`src/rtl/alarm_snooze_ctrl.sv`:
```
// alarm_snooze_ctrl: alarm FSM with timed ringing, a limited snooze count and an optional weekend skip (WEEKEND_SKIP_EN)
module alarm_snooze_ctrl #(
  parameter int RING_SECS   = 60,
  parameter int SNOOZE_SECS = 300,
  parameter int MAX_SNOOZE  = 3
) (
  input  logic       clk,
  input  logic       rst,
  input  logic [6:0] tsec,
  input  logic [6:0] tmin,
  input  logic [6:0] thrs,
  input  logic [6:0] amin,
  input  logic [6:0] ahrs,
  input  logic [6:0] tday,
  input  logic       alarmon,
  input  logic       snooze,
  output logic       buzz,
  output logic [1:0] state,
  output logic [1:0] snooze_used
);
  localparam int RW = RING_SECS > 1 ? $clog2(RING_SECS) : 1;
  localparam int SW = SNOOZE_SECS > 1 ? $clog2(SNOOZE_SECS) : 1;
  localparam logic [RW-1:0] RING_LAST = RW'(RING_SECS - 1);
  localparam logic [SW-1:0] SNZ_LAST = SW'(SNOOZE_SECS - 1);
  localparam logic [1:0] MAX_U = 2'(MAX_SNOOZE);
  typedef enum logic [1:0] {IDLE = 2'd0, RING = 2'd1, SNOOZE = 2'd2, BAD = 2'd3} st_t;
  st_t st, st_n;
  logic [RW-1:0] ring_ct, ring_ct_n;
  logic [SW-1:0] snz_ct, snz_ct_n;
  logic [1:0] used_n;
  logic snooze_q, day_ok, match, snz_edge;
`ifdef WEEKEND_SKIP_EN
  assign day_ok = tday < 7'd5;
`else
  logic unused_tday;
  assign unused_tday = ^tday;
  assign day_ok = 1'b1;
`endif
  assign match = tsec == 7'd0 && tmin == amin && thrs == ahrs && day_ok;
  assign snz_edge = snooze && !snooze_q;
  assign buzz = st == RING;
  assign state = st;
  always_comb begin
    st_n = st;
    ring_ct_n = ring_ct;
    snz_ct_n = snz_ct;
    used_n = snooze_used;
    if (!alarmon || st == BAD) begin
      st_n = IDLE;
      ring_ct_n = '0;
      snz_ct_n = '0;
      used_n = '0;
    end else case (st)
      IDLE: if (match) begin
        st_n = RING;
        ring_ct_n = '0;
      end
      RING: if (snz_edge && snooze_used < MAX_U) begin
        st_n = SNOOZE;
        snz_ct_n = '0;
        used_n = snooze_used + 2'd1;
      end else if (ring_ct == RING_LAST) begin
        st_n = IDLE;
        ring_ct_n = '0;
        used_n = '0;
      end else ring_ct_n = ring_ct + RW'(1);
      default: if (snz_ct == SNZ_LAST) begin
        st_n = RING;
        ring_ct_n = '0;
      end else snz_ct_n = snz_ct + SW'(1);
    endcase
  end
  always_ff @(posedge clk) begin
    if (rst) begin
      st <= IDLE;
      ring_ct <= '0;
      snz_ct <= '0;
      snooze_used <= '0;
      snooze_q <= 1'b0;
    end else begin
      st <= st_n;
      ring_ct <= ring_ct_n;
      snz_ct <= snz_ct_n;
      snooze_used <= used_n;
      snooze_q <= snooze;
    end
  end
endmodule
```
`config.mk`:
```
export PLATFORM = sky130hd
export DESIGN_NAME = alarm_snooze_ctrl
export DESIGN_NICKNAME = d
export VERILOG_FILES = /design/src/rtl/alarm_snooze_ctrl.sv
export SDC_FILE = /design/constraint.sdc
export NUM_CORES = 1
export LEC_CHECK = 0
export CELL_PAD_IN_SITES_DETAIL_PLACEMENT = 2
export CELL_PAD_IN_SITES_GLOBAL_PLACEMENT = 2
export CORE_AREA = 3 3 73 75
export DETAILED_ROUTE_END_ITERATION = 7
export DIE_AREA = 0 0 76 78
export PLACE_DENSITY = 0.85
export SYNTH_ARGS = -nofsm -noshare
export SYNTH_HDL_FRONTEND = slang
export SYNTH_SLANG_ARGS = --single-unit
export TNS_END_PERCENT = 10
```
`constraint.sdc`:
```
create_clock -name clk -period 4.2 [get_ports clk]
set_clock_uncertainty 0.05 [all_clocks]
set_input_delay 0.63 -clock clk [delete_from_list [all_inputs] [get_ports clk]]
set_output_delay 0.63 -clock clk [all_outputs]
set_load 0.05 [all_outputs]
```
==> out/results.ini <==
[synth]
syn_area_sq_mm=0.001187
syn_area_per_cell_sq_um=8.731
yosysSeqAreaShare=0.3372
syn-num-nets=185
ys_ff_latch=20
ys_warn_count=0
synthDistinctLibCells=36
syn_inst=136

[setup_path]
cp.arrival_ns=1.77
regToRegSetupSlack_ns=2.12
crit_type=reg2out
end_kind=output port
cp.required_ns=3.52
cp_max_fo=6
cp-start-kind=register
startpoint=state[1]
r2r_start=snooze_used[0]
worstReg2RegEnd=snz_ct[3]
worst_r2r_path_depth=6

[route]
dr.pass1.iters=4
wl_per_cell_um=16.78
drtIter0Drc=28
antenna_left=0
vias=1206
wl_um=4112
drc=0
via_per_inst=4.922

[cts]
post_cts_resized=0
cts_htree_levels=1
clk_latency_ns=0.26
post_cts.repair.setup_buffers=0
numCtsBuffers=3
clk_pin_slew_worst_paths_ns=0.08
tritoncts=built
cts-root-buf=clkbuf_8
numClockSinks=20
clock_path_buffers=2
holdBufCountCts=0

[sta]
max_freq_mhz=408.8
finalSetupTns_ns=0
finalCritPeriodShare=0.5824
tightestPinTransition_ns=0.5431
relSlewSlack=0.6368
rsz0062_at_grt=no
slew_violations=0
fin_crit_ns=2.446
hold_viol_final=0
setup_viol=0

[layout]
layout_commonest_cell=clkdlybuf4s50_1
fin_util=0.3642
drive_above_1_share=0.05056
nNetsFinal=229
mostFrequentLayoutCells=clkdlybuf4s50_1 (43), dfxtp_1 (20), xnor2_1 (19), nor2_1 (13), a21oi_1 (12)
syn2layout_area_growth_pct=44.89
diodes=0

[pwr]
powerDensity_mw_per_mm2=220.2
p_seq_frac=0.502
combPwrFrac=0.160
p_switching_w=0.00008254
ir_drop_mv=0.08385
p_sw_frac=0.2179
leakage_nw=0.5285
p_clk_frac=0.337
intPower_w=0.0002964

[global_routing]
antenna_found_initial=0
grt_max_degree=13
track_usage=0.1457
grt-ovfl-total=0
grt_pass1_wl_um=6886
grt_pass1_vias=1361

[outcome]
status=completed

[worst_hold_path]
holdCritPathClass=reg2reg
hold_depth=2
holdCritStartpoint=snz_ct[1]
holdPathEnd=snz_ct[1]

[die]
start_util=0.2514
core_area_sq_mm=0.004723
ioPinCount=51
die_area_sq_mm=0.005928
die_h_um=78
dieWidth_um=76
rows=25

[place]
placement.io_buffers=43
place.gp.congestion=0.8138
dp_hpwl_um=3308

[run]
drv_cap=0

==> critical path, stage by stage, from the launching register on <==
cell             delay (ns)
dfxtp_1                0.39
nand2b_4               0.21
inv_2                  0.10
clkdlybuf4s50_1        0.81
==> stage by stage <==
| step | std cells | hold slack (ns) | total power, W | area (sq um) | setup WS (ns) |
|---|---|---|---|---|---|
| after floorplan | 136 | 0.4151 | 0.0002134 | 1187 | 2.105 |
| after global placement | 242 | 0.4273 | 0.0002536 | 1679 | 1.654 |
| after detailed placement | 242 | 0.4497 | 0.0002560 | 1679 | 1.575 |
| after CTS | 245 | 0.4596 | 0.0003847 | 1720 | 1.735 |
| after global routing | 245 | 0.4757 | 0.0003975 | 1720 | 1.677 |
| final | 245 | 0.4524 | 0.0003789 | 1720 | 1.754 |
==> state kept, by name, summed over array words and instances, names as in the netlist <==
signal / flops
snz_ct: 9
ring_ct: 6
snooze_used: 2
state: 2
snooze_q: 1
==> synth_stat cells (all sizes together) <==
cell	n	share of area
dfxtp	20	0.34
a41oi	1	0.0074
o41ai	1	0.023
nand4	4	0.021
nand2	12	0.040
nand4bb	1	0.023
buf	1	0.0095
nor3b	1	0.016
a311oi	5	0.037
o21a	1	0.0063
or3	3	0.016
ha	3	0.032
a21boi	1	0.0063
and3	2	0.011
nand2b	3	0.022
xnor2	19	0.14
nand3	6	0.025
a21oi	12	0.051
a211oi	2	0.013
nor4	3	0.016
a2111oi	1	0.0084
nor3	4	0.017
nor2	13	0.041
and4bb	1	0.011
and2	2	0.011
o311a	1	0.0084
inv	4	0.013
o21ai	3	0.013
o31ai	1	0.0063
nor2b	1	0.0053
clkbuf	3	0.0095
nand3b	1	0.0063
==> area by class of cell <==
class | count | area [sq um]
Timing Repair Buffer | 43 | 430.4
Sequential cell | 20 | 400.4
Clock buffer | 3 | 41.29
Tap cell | 67 | 83.83
Inverter | 4 | 15.01
Fill cell | 525 | 3003
Multi-Input combinational cell | 108 | 749.5
==> per-layer routing <==
layer,vias up,track usage,share of wire
met3,9,0.04524,0.061
met2,43,0.2686,0.49
met1,575,0.1571,0.43
met5,-,0,0
met4,0,0.05072,0.019
li1,579,-,-
==> worst max path at each step <==
| stage | depth (start not counted) | to |
|---|---|---|
| 6_report | 3 | buzz |
| 5_1_grt | 3 | buzz |
| 4_1_cts | 3 | buzz |
| 3_5_place_dp | 6 | snz_ct[3] |
| 3_3_place_gp | 6 | snz_ct[3] |
| 2_1_floorplan | 7 | snz_ct[3] |
==> power groups by stage <==
stage               logic (W)  registers [W]  clock network (W)
floorplan           0.0000186       0.000195                  0
detailed placement  0.0000612       0.000195                  0
finish              0.0000608       0.000190           0.000128
CTS                 0.0000616       0.000190           0.000133
global placement    0.0000588       0.000195                  0
global route        0.0000655       0.000190           0.000141
==> cell families after synthesis <==
| kind of cell | count (synthesis) | synth area share |
|---|---|---|
| buffers and inverters | 8 | 0.03161 |
| DFF | 20 | 0.3372 |
| AOI/OAI and AO/OA | 29 | 0.1791 |
| and+or+nand+nor | 57 | 0.2803 |
| adders and majority gates | 3 | 0.03162 |
| xor gates and xnor gates | 19 | 0.1401 |
Note: power is estimated with default switching activity, not from simulation.
